**src/rtl/calc_input_ctrl.sv**
```systemverilog
// Button front-end for the calculator: sync, debounce and press-pulse per
// button, plus the opcode sequencer and mode flag those presses drive.

module calc_input_ctrl_chan #(
    parameter int DEBOUNCE_CYCLES = 500000,
    parameter int CNT_W           = $clog2(DEBOUNCE_CYCLES)
) (
    input  logic clk,
    input  logic rst,
    input  logic raw,
    output logic press
);

    localparam logic [CNT_W-1:0] CNT_LAST = CNT_W'(DEBOUNCE_CYCLES - 1);

    logic             sync1;
    logic             sync2;
    logic             stable;
    logic [CNT_W-1:0] cnt;

    always_ff @(posedge clk or posedge rst) begin
        if (rst) begin
            sync1  <= 1'b0;
            sync2  <= 1'b0;
            stable <= 1'b0;
            cnt    <= '0;
            press  <= 1'b0;
        end else begin
            sync1 <= raw;
            sync2 <= sync1;
            press <= 1'b0;
            if (sync2 == stable) begin
                cnt <= '0;
            end else if (cnt == CNT_LAST) begin
                // Accept the new level; only a rising acceptance is a press.
                stable <= sync2;
                cnt    <= '0;
                press  <= sync2;
            end else begin
                cnt <= cnt + 1'b1;
            end
        end
    end

endmodule

module calc_input_ctrl #(
    parameter int DEBOUNCE_CYCLES = 500000,
    parameter int CNT_W           = $clog2(DEBOUNCE_CYCLES)
) (
    input  logic       clk_i,
    input  logic       rst_i,
    input  logic       opcode_btn_i,
    input  logic       mode_btn_i,
    output logic [3:0] opcode_o,
    output logic       mode_flag_o,
    output logic       opcode_step_o,
    output logic       mode_toggle_o
);

    calc_input_ctrl_chan #(
        .DEBOUNCE_CYCLES(DEBOUNCE_CYCLES),
        .CNT_W          (CNT_W)
    ) u_opcode_chan (
        .clk  (clk_i),
        .rst  (rst_i),
        .raw  (opcode_btn_i),
        .press(opcode_step_o)
    );

    calc_input_ctrl_chan #(
        .DEBOUNCE_CYCLES(DEBOUNCE_CYCLES),
        .CNT_W          (CNT_W)
    ) u_mode_chan (
        .clk  (clk_i),
        .rst  (rst_i),
        .raw  (mode_btn_i),
        .press(mode_toggle_o)
    );

    // ALU opcode order; unreachable codes fall back to 0.
    function automatic logic [3:0] next_opcode(input logic [3:0] cur);
        logic [3:0] nxt;
        case (cur)
            4'd0:    nxt = 4'd1;
            4'd1:    nxt = 4'd2;
            4'd2:    nxt = 4'd3;
            4'd3:    nxt = 4'd4;
            4'd4:    nxt = 4'd5;
            4'd5:    nxt = 4'd6;
            4'd6:    nxt = 4'd7;
            4'd7:    nxt = 4'd9;
            4'd9:    nxt = 4'd14;
            4'd14:   nxt = 4'd0;
            default: nxt = 4'd0;
        endcase
        return nxt;
    endfunction

    always_ff @(posedge clk_i or posedge rst_i) begin
        if (rst_i) begin
            opcode_o    <= 4'd6;
            mode_flag_o <= 1'b1;
        end else begin
            if (opcode_step_o) begin
                opcode_o <= next_opcode(opcode_o);
            end
            if (mode_toggle_o) begin
                mode_flag_o <= ~mode_flag_o;
            end
        end
    end

endmodule

```
**config.mk**
```make
export PLATFORM = sky130hd
export DESIGN_NAME = calc_input_ctrl
export DESIGN_NICKNAME = d
export VERILOG_FILES = /design/src/rtl/calc_input_ctrl.sv
export SDC_FILE = /design/constraint.sdc
export NUM_CORES = 1
export LEC_CHECK = 0
export CAP_MARGIN = 40
export CORE_UTILIZATION = 63
export DETAILED_ROUTE_END_ITERATION = 12
export PLACE_DENSITY = 0.83
export SETUP_SLACK_MARGIN = 0.3
export SLEW_MARGIN = 20
export SYNTH_ARGS = -nofsm -noshare
export SYNTH_HDL_FRONTEND = slang
export SYNTH_SLANG_ARGS = --single-unit
export TNS_END_PERCENT = 100
```
**constraint.sdc**
```tcl
create_clock -name clk_i -period 3.4 [get_ports clk_i]
set_input_delay 0.68 -clock clk_i [delete_from_list [all_inputs] [get_ports clk_i]]
set_output_delay 0.68 -clock clk_i [all_outputs]
set_load 0.01 [all_outputs]
```
==> run metrics <==
Pins Over Slew Limit=0; post-route cell area=0.00270 mm²; CORE AREA=0.00369 mm²; Max Cap Violations=0; Largest stage delay, worst path=0.59 ns; outcome=finished, final reports clean; Seq/Total Area, Yosys=52.7%; Remaining Overflow, GRT=0; Netlist cell types=34; Max-slew headroom=59.0%; ys async rst share=100%; final hold vios=0; CP Max Fanout=6; DR WL/cell=15.0 µm; Worst Clk Skew=0.0124 ns; TritonCTS buffer count=5; pin count of the biggest net entering global routing=30; Post-CTS Setup Inserts=0; top_reg_cell synth=dfrtp_1; worst hold path cell count=0; Final nets=264; via count=1787; path type of the worst setup path=reg2out; Initial DRC Count=120; worst path buffer plus inverter count=1; Placed Cells incl. Taps=295; Arr. time, crit path=1.43 ns; initial antenna violation count=0; number of hold buffers added after CTS=0; DIE WIDTH=64.1 µm; Mapped Cells=239; top area cells in the synthesized netlist=dfrtp_1 49%, xor2_1 5.8%, nor2_1 4.6%, nand4_1 3.6%, xnor2_1 3.6%; antenna cell count=0; clk slew on worst S/H paths=0.09 ns; clk root buf=clkbuf_8; Layout Cells excl Fill=303; DP Area=0.00260 mm²; RSZ-0062 raised after global routing=false; top cell type's share of synthesized area=49.5%; f_max=474 MHz; share of cells above drive strength 1=7.45%; Peak VDD IR=0.340 mV; CP Cell Sequence=clkdlybuf4s50_1; Final period util=62.1%; die height=64.1 µm; CTS max path bufs=2; TritonRoute pass-1 iters=5; r2r worst-path depth=5; P_leak=1.12 nW; area leader, netlist=dfrtp_1; Setup-failing EPs final=0; yosys warns=0; Avg Cell Area, Syn=10.2 µm²; Setup TNS=0 ns; num ports=11; DR vias/cell=5.90; internal reg-to-reg setup slack=1.34 ns; Detail Route Antenna Nets=0; Syn Std Cell Area=0.00243 mm²; number of global-route vias before repair=1754; reg2reg start=u_mode_chan.cnt[0]; CTS sink cnt=51; CP top delay family=flip-flops; HP Class=reg2reg; Worst setup SP type=flop; CP Capture Type=primary output; Gates resized, CTS repair=0; Rows=22; hold_ws=0.354 ns; Post-synth EDFFs=0; fillers=264; Tightest Pin Transition=0.610 ns; Initial Utilization=65.8%; PortBufs=10; Hold Startpoint=u_opcode_chan.sync1; worst endpoint required time=2.72 ns; Worst R2R End=u_mode_chan.cnt[16]; Synth Net Count=249; Residual DRC=0; Synth Register Bits=51; htree depth=2; routability cong.=0.864; CP Depth=1; Layout area overhead=11.1%; Power Density=379 mW/mm²; final wirelength=4560 µm; Worst Hold Path EP=u_opcode_chan.sync2; Post-DP HPWL=3160 µm; first-pass GRT wire length=7880 µm; Final min period=2.11 ns; die area=0.00411 mm²; Critical-path top delay cell=dfstp_2; total track usage=25.6%; Clock Latency Late Sink=0.31 ns; CTS tree=yes
==> registers in the layout (all words and copies together), names as in the netlist <==
signal	cells
u_mode_chan.cnt	19
u_opcode_chan.cnt	19
opcode_o	4
mode_flag_o	1
u_mode_chan.press	1
u_mode_chan.stable	1
u_mode_chan.sync1	1
u_mode_chan.sync2	1
u_opcode_chan.press	1
u_opcode_chan.stable	1
u_opcode_chan.sync1	1
u_opcode_chan.sync2	1
==> cells by family (layout without fill, tap and decap cells) <==
kind of cell / after synthesis / in the layout / share of synthesized area, %
AND/OR/NAND/NOR: 108 / 108 / 24.3
flip-flops: 51 / 51 / 52.7
AO/OA/AOI/OAI: 33 / 33 / 7.57
XOR/XNOR: 26 / 26 / 9.38
buffers and inverters: 13 / 29 / 2.06
adder cells (fa/ha/maj): 6 / 6 / 3.09
multiplexers: 2 / 2 / 0.927
==> power by group <==
part	internal, mW	switching [mW]	total [mW]
registers	0.614	0.00766	0.622
clock network	0.167	0.195	0.362
logic	0.0136	0.0252	0.0388
==> synth_stat cells, drive strengths merged (2+ instances only) <==
library cell	count
nor4	4
and4	4
mux2	2
dfstp	3
nand4	15
a21oi	13
clkbuf	4
inv	8
or3	9
nor2	30
and3	5
nor3	2
nand3	8
ha	6
xnor2	10
nor3b	2
o21ai	13
or4	5
o31ai	5
dfrtp	48
xor2	16
and2	2
nand2	17
==> placed cells by master (no fill, tap or decap), types with 3 or more instances in the layout <==
master	count
nor4_1	4
clkbuf_8	6
o21ai_0	11
a21oi_1	13
ha_1	6
or3_1	9
dfstp_2	3
nor2_1	30
or4_1	5
nand3_1	7
nand4_1	14
dfrtp_1	48
o31ai_1	5
xnor2_1	10
inv_1	7
and3_1	5
clkdlybuf4s50_1	10
nand2_1	17
and4_1	4
xor2_1	16
==> metal layers <==
| layer | routed length [µm] | vias up | GRT usage (%) |
|---|---|---|---|
| met1 | 2010 | 868 | 31.8 |
| met2 | 2310 | 29 | 43.4 |
| met5 | 0 | - | 0 |
| li1 | - | 880 | - |
| met3 | 136 | 10 | 5.89 |
| met4 | 99 | 0 | 9.66 |
==> area by class of cell <==
class | count | area [µm²] | share of cell area [%]
sequential | 51 | 1280 | 47.4
tap | 48 | 60.1 | 2.23
multi-input combinational | 175 | 1100 | 40.7
inverter | 8 | 30.0 | 1.11
clock inverter | 1 | 8.76 | 0.325
timing repair buffer | 13 | 135 | 5.01
clock buffer | 7 | 86.3 | 3.20
==> per-stage QoR <==
stage	power (mW)	utilization, %	setup slack, ns
after floorplan	0.656	-	1.48
after global placement	0.669	70.0	1.41
after global routing	1.07	73.2	1.19
after CTS	1.03	73.2	1.27
after detailed placement	0.674	70.6	1.39
final	1.02	73.2	1.29
==> how the worst max path moves through the flow <==
stage	start	endpoint	slack, ns
6_report	opcode_o[2]	opcode_o[2]	1.29
5_1_grt	u_mode_chan.cnt[0]	u_mode_chan.cnt[16]	1.19
4_1_cts	opcode_o[2]	opcode_o[2]	1.27
3_5_place_dp	u_mode_chan.cnt[0]	u_mode_chan.cnt[16]	1.39
3_3_place_gp	u_opcode_chan.cnt[0]	u_opcode_chan.cnt[17]	1.41
2_1_floorplan	u_opcode_chan.cnt[0]	u_opcode_chan.cnt[10]	1.48
(Power assumes the default switching activity.)
==> patch 1: new RTL, same flow settings <==
`DEBOUNCE_CYCLES` is set to 500000 in 2 places; all go to 1000000.
--- a/src/rtl/calc_input_ctrl.sv
+++ b/src/rtl/calc_input_ctrl.sv
@@ -4,3 +4,3 @@
 module calc_input_ctrl_chan #(
-    parameter int DEBOUNCE_CYCLES = 500000,
+    parameter int DEBOUNCE_CYCLES = 1000000,
     parameter int CNT_W           = $clog2(DEBOUNCE_CYCLES)
@@ -47,3 +47,3 @@
 module calc_input_ctrl #(
-    parameter int DEBOUNCE_CYCLES = 500000,
+    parameter int DEBOUNCE_CYCLES = 1000000,
     parameter int CNT_W           = $clog2(DEBOUNCE_CYCLES)
Check against the original RTL: no difference found for any inputs over 10 cycles, from zero or initial values and one cycle with rst_i high; that may be too few to reach the edited logic, so the function may still have changed.
==> patch 1 against the original RTL <==
  * Die area increased by 6.9%
  * Sequential cell count increased by 2
  * Worst setup slack got worse by 0.058 ns
  * Register-to-register slack got worse by 0.11 ns
  * Sequential power increased by 3.9%
  * Critical path depth increased by 5
  * Final area increased by 6.5%
  * Synthesized area increased by 7.1%
  * Cell count increased by 4.3%
  * Global-route usage decreased by 0.31 points
  * Total power increased by 7.3%
  * Routed wire length increased by 4.1%
  * Largest cell class unchanged
==> patch 1: results (changes against the original RTL) <==
status=completed (unchanged); FF-to-FF path depth=6 (was 5); synth cell count leaders=dfrtp_1, nor2_1, xnor2_1 (was dfrtp_1, nor2_1, nand2_1); final hold slack=0.354 ns (about the same); first-pass GRT wire length=8.29 mm (was 7.88 mm); First DRT Iteration DRCs=119 (was 120); area of the multi-input gates=1220 sq um (was 1100 sq um); fin cells=316 (was 303); Crit path largest cell delay=0.63 ns (was 0.59 ns); pre-CTS WS=1.22 ns (was 1.39 ns); met1 Use GR=35.8% (was 31.8%); Tot GR Track Use=25.3% (was 25.6%); Placed Area=2770 sq um (was 2600 sq um); Final Skew=0.0118 ns (was 0.0124 ns); Largest regs=u_mode_chan.cnt (20), u_opcode_chan.cnt (20), opcode_o (4) (was u_mode_chan.cnt (19), u_opcode_chan.cnt (19), opcode_o (4)); measured slew at the worst slew-check pin=0.713 ns (was 0.610 ns); ratio of cells with drive above 1 in the final layout=9.70% (was 7.45%); Static Leakage=1.17 nW (was 1.12 nW); DP Cell Count=308 (was 295); Syn Nets=260 (was 249); HPWL after DPL=3.36 mm (was 3.16 mm); Synth Area in Compound Gates=5.29% (was 7.57%); WL met3=192 microns (was 136 microns); Synth Area in XOR/XNOR=10.8% (was 9.38%); Reg2Reg Capture Point=u_mode_chan.cnt[4] (was u_mode_chan.cnt[16]); vias in the first global route=1,842 (was 1,754); Worst EP arrival=2.36 ns (was 1.43 ns); maximum vdd drop=304 uV (was 340 uV); met2 wire length=2.17 mm (was 2.31 mm); DR pass1 iterations=4 (was 5); Top Family by Delay on Critical Path=compound AO/OA/AOI/OAI gates (was flip-flops); Critical path origin=u_mode_chan.cnt[0] (was opcode_o[2]); post-detailed-route wirelength per cell=15.0 microns (about the same); Filler cells=281 (was 264); met2 GRT Util=39.3% (was 43.4%); vias per cell=5.87 (was 5.90); Crit Path Max Fanout=11 (was 6); layout net count=277 (was 264); unique cell type count in the Yosys netlist=38 (was 34); largest net degree at the start of global routing=26 (was 30)
patch 1: changes by cell type after synthesis, moves of 5 or more:
cell     change
nand3_1      +6
or3_1        -8
nor3_1       +7
o21ai_0      -5
nor2_1       +6
a21oi_1      -6
xnor2_1     +10
patch 1: power groups by stage:
stage	combinational, mW	clock [mW]	sequential (mW)
2_1_floorplan	0.0280	0	0.656
3_3_place_gp	0.0393	0	0.658
3_5_place_dp	0.0402	0	0.658
4_1_cts	0.0403	0.420	0.646
5_1_grt	0.0459	0.441	0.648
6_report	0.0392	0.413	0.646
patch 1: final cells by class:
| type | instances | area share [%] |
|---|---|---|
| inverter | 10 | 1.31 |
| sequential | 53 | 46.3 |
| clock buffer | 6 | 2.52 |
| tap | 48 | 2.09 |
| clock inverter | 2 | 1.22 |
| timing repair buffer | 13 | 4.26 |
| multi-input combinational | 184 | 42.3 |
==> patch 2: new RTL, same flow settings <==
Made on the original files. Make the reset (`rst` and `rst_i`) synchronous in 2 clocked blocks.
--- a/src/rtl/calc_input_ctrl.sv
+++ b/src/rtl/calc_input_ctrl.sv
@@ -20,3 +20,3 @@
 
-    always_ff @(posedge clk or posedge rst) begin
+    always_ff @(posedge clk) begin
         if (rst) begin
@@ -99,3 +99,3 @@
 
-    always_ff @(posedge clk_i or posedge rst_i) begin
+    always_ff @(posedge clk_i) begin
         if (rst_i) begin
Formal check against the unedited RTL: no difference found for any inputs over 10 cycles, from zero or initial values and one cycle with rst_i high; that may be too few to reach the edited logic, so the function may still have changed.
==> patch 2 against the original RTL <==
  * Worst setup slack better by 0.022 ns
  * Routed wire length is 5.4% lower
  * Hold slack better by 0.10 ns
  * Final area is 4.5% lower
  * Critical path depth is 3 higher
  * Die area is 4.2% lower
  * Register-to-register slack worse by 0.03 ns
  * Count of clock-buffer cells in the layout is 1 lower
  * Sequential cell count stayed put
  * Via count is 5.6% higher
  * Clock skew is 0.00062 ns lower
  * Synthesized area is 4.4% lower
  * Critical path type is now flip-flop to flip-flop
  * Critical endpoint is now u_opcode_chan.cnt[4]
  * Largest cell class is now multi-input gates
  * Highest routed layer unchanged
Power is not compared: it rests on default switching activity, and its combinational part moved more than twofold at a synthesized area within 25%.
==> patch 2: results (changes against the original RTL) <==
PortBufs=10 (unchanged); Post-CTS Repair Setup Buffers=0 (unchanged); TritonCTS Buffers=5 (unchanged); first-pass GRT wire length=7.96 mm (was 7.88 mm); synth top area cells=dfxtp_1, xor2_1, nor2_1 (was dfrtp_1, xor2_1, nor2_1); maximum vdd drop=271 uV; DR pass1 iterations=4 (was 5); cts repair resizes=0 (unchanged); Worst-path clk slew=0.09 ns (about the same); Largest regs=u_mode_chan.cnt (19), u_opcode_chan.cnt (19), opcode_o (4) (unchanged); antenna fix cells=0 (unchanged); ratio of cells with drive above 1 in the final layout=5.45% (was 7.45%); RePlAce Congestion=0.822 (was 0.864); crit path capture=u_opcode_chan.cnt[4] (was opcode_o[2]); Crit path largest cell delay=0.55 ns (was 0.59 ns); Critical path origin=u_opcode_chan.cnt[12] (was opcode_o[2]); post-detailed-route wirelength per cell=13.4 microns (was 15.0 microns); CP max-delay cell=or4_4 (was dfstp_2); Root Buffer Master=clkbuf_8 (unchanged); Post-route DRC=0 (unchanged); Reg2Reg Capture Point=u_opcode_chan.cnt[4] (was u_mode_chan.cnt[16]); Static Leakage=0.804 nW; HPWL after DPL=2.86 mm (was 3.16 mm); WHS Path Cells=1 (was 0); GR Overflow Total=0 (unchanged); Final Skew=0.0118 ns (was 0.0124 ns); sequential cell area fraction in the yosys report=44.0% (was 52.7%); vias in the first global route=1,792 (was 1,754); Syn Nets=272 (was 249); Ys Warns=0 (unchanged); clk buf depth=2 (unchanged); initial antenna violation count=0 (unchanged); status=completed (unchanged); H-tree levels=2 (unchanged); Filler cells=276 (was 264); Top Family by Delay on Critical Path=simple AND/OR/NAND/NOR gates (was flip-flops); Worst slew margin=53.0% (was 59.0%); largest net degree at the start of global routing=19 (was 30); Worst EP arrival=2.27 ns (was 1.43 ns); post-route setup slack=1.31 ns (was 1.29 ns); synth cell count leaders=dfxtp_1, nor2_1, nand2_1 (was dfrtp_1, nor2_1, nand2_1); Hold Path End=u_mode_chan.cnt[0] (was u_opcode_chan.sync2); Tot GR Track Use=25.7% (was 25.6%); Synth Flop Type=dfxtp_1 (was dfrtp_1); unique cell type count in the Yosys netlist=39 (was 34); layout net count=284 (was 264); Async S/R FF share, synth=0% (was 100%); FF-to-FF path depth=4 (was 5); vias per cell=5.88 (was 5.90); setup TNS=0 ns (unchanged); Worst Hold Class=flip-flop to flip-flop (unchanged); clk_lat worst skew=0.31 ns (about the same); Crit Path Max Fanout=18 (was 6); First DRT Iteration DRCs=173 (was 120); hold_sp=u_mode_chan.cnt[0] (was u_opcode_chan.sync1)
[patch 2: changes by cell type after synthesis, moves of 3 or more]
cell,before,now
dfrtp_1,48,0
dfstp_2,3,0
dfxtp_1,0,51
nand2b_1,0,3
nand3_1,7,13
nor2b_1,1,4
nor4b_1,0,3
[patch 2: final cells by class]
type	count	area share, %
Multi-Input combinational cell	196	48.1
Timing Repair Buffer	11	4.17
Tap cell	46	2.23
Sequential cell	51	39.6
Clock buffer	6	3.20
Inverter	9	1.31
Clock inverter	2	1.36
[patch 2: routing by layer]
| layer | up-vias | wire length, microns | global-route usage, % |
|---|---|---|---|
| li1 | 963 | - | - |
| met1 | 862 | 2150 | 34.0 |
| met2 | 52 | 1830 | 38.7 |
| met3 | 10 | 252 | 7.30 |
| met4 | 0 | 78 | 11.3 |
| met5 | - | 0 | 0 |
[patch 2: cells by family (layout without fill, tap and decap cells)]
group / count (synthesis) / in the layout / synth area share [%]
multiplexers: 1 / 1 / 0.431
buffers and inverters: 15 / 28 / 2.75
adder cells (fa/ha/maj): 6 / 6 / 3.23
AND/OR/NAND/NOR: 125 / 125 / 29.9
XOR/XNOR: 24 / 24 / 9.05
AO/OA/AOI/OAI: 40 / 40 / 10.7
flip-flops: 51 / 51 / 44.0
[patch 2: power by group]
part	internal (mW)	total, mW	switching [mW]
Clock	0.238	0.435	0.197
Combinational	0.00750	0.0153	0.00784
Sequential	0.600	0.602	0.00193
[patch 2: through the flow]
stage / hold WS [ns] / cells / power, mW / area, sq um
floorplan: 0.413 / 262 / 0.624 / 2320
global placement: 0.426 / 313 / 0.630 / 2460
detailed placement: 0.435 / 313 / 0.631 / 2460
CTS: 0.455 / 321 / 1.06 / 2580
global route: 0.461 / 321 / 1.09 / 2580
finish: 0.453 / 321 / 1.05 / 2580
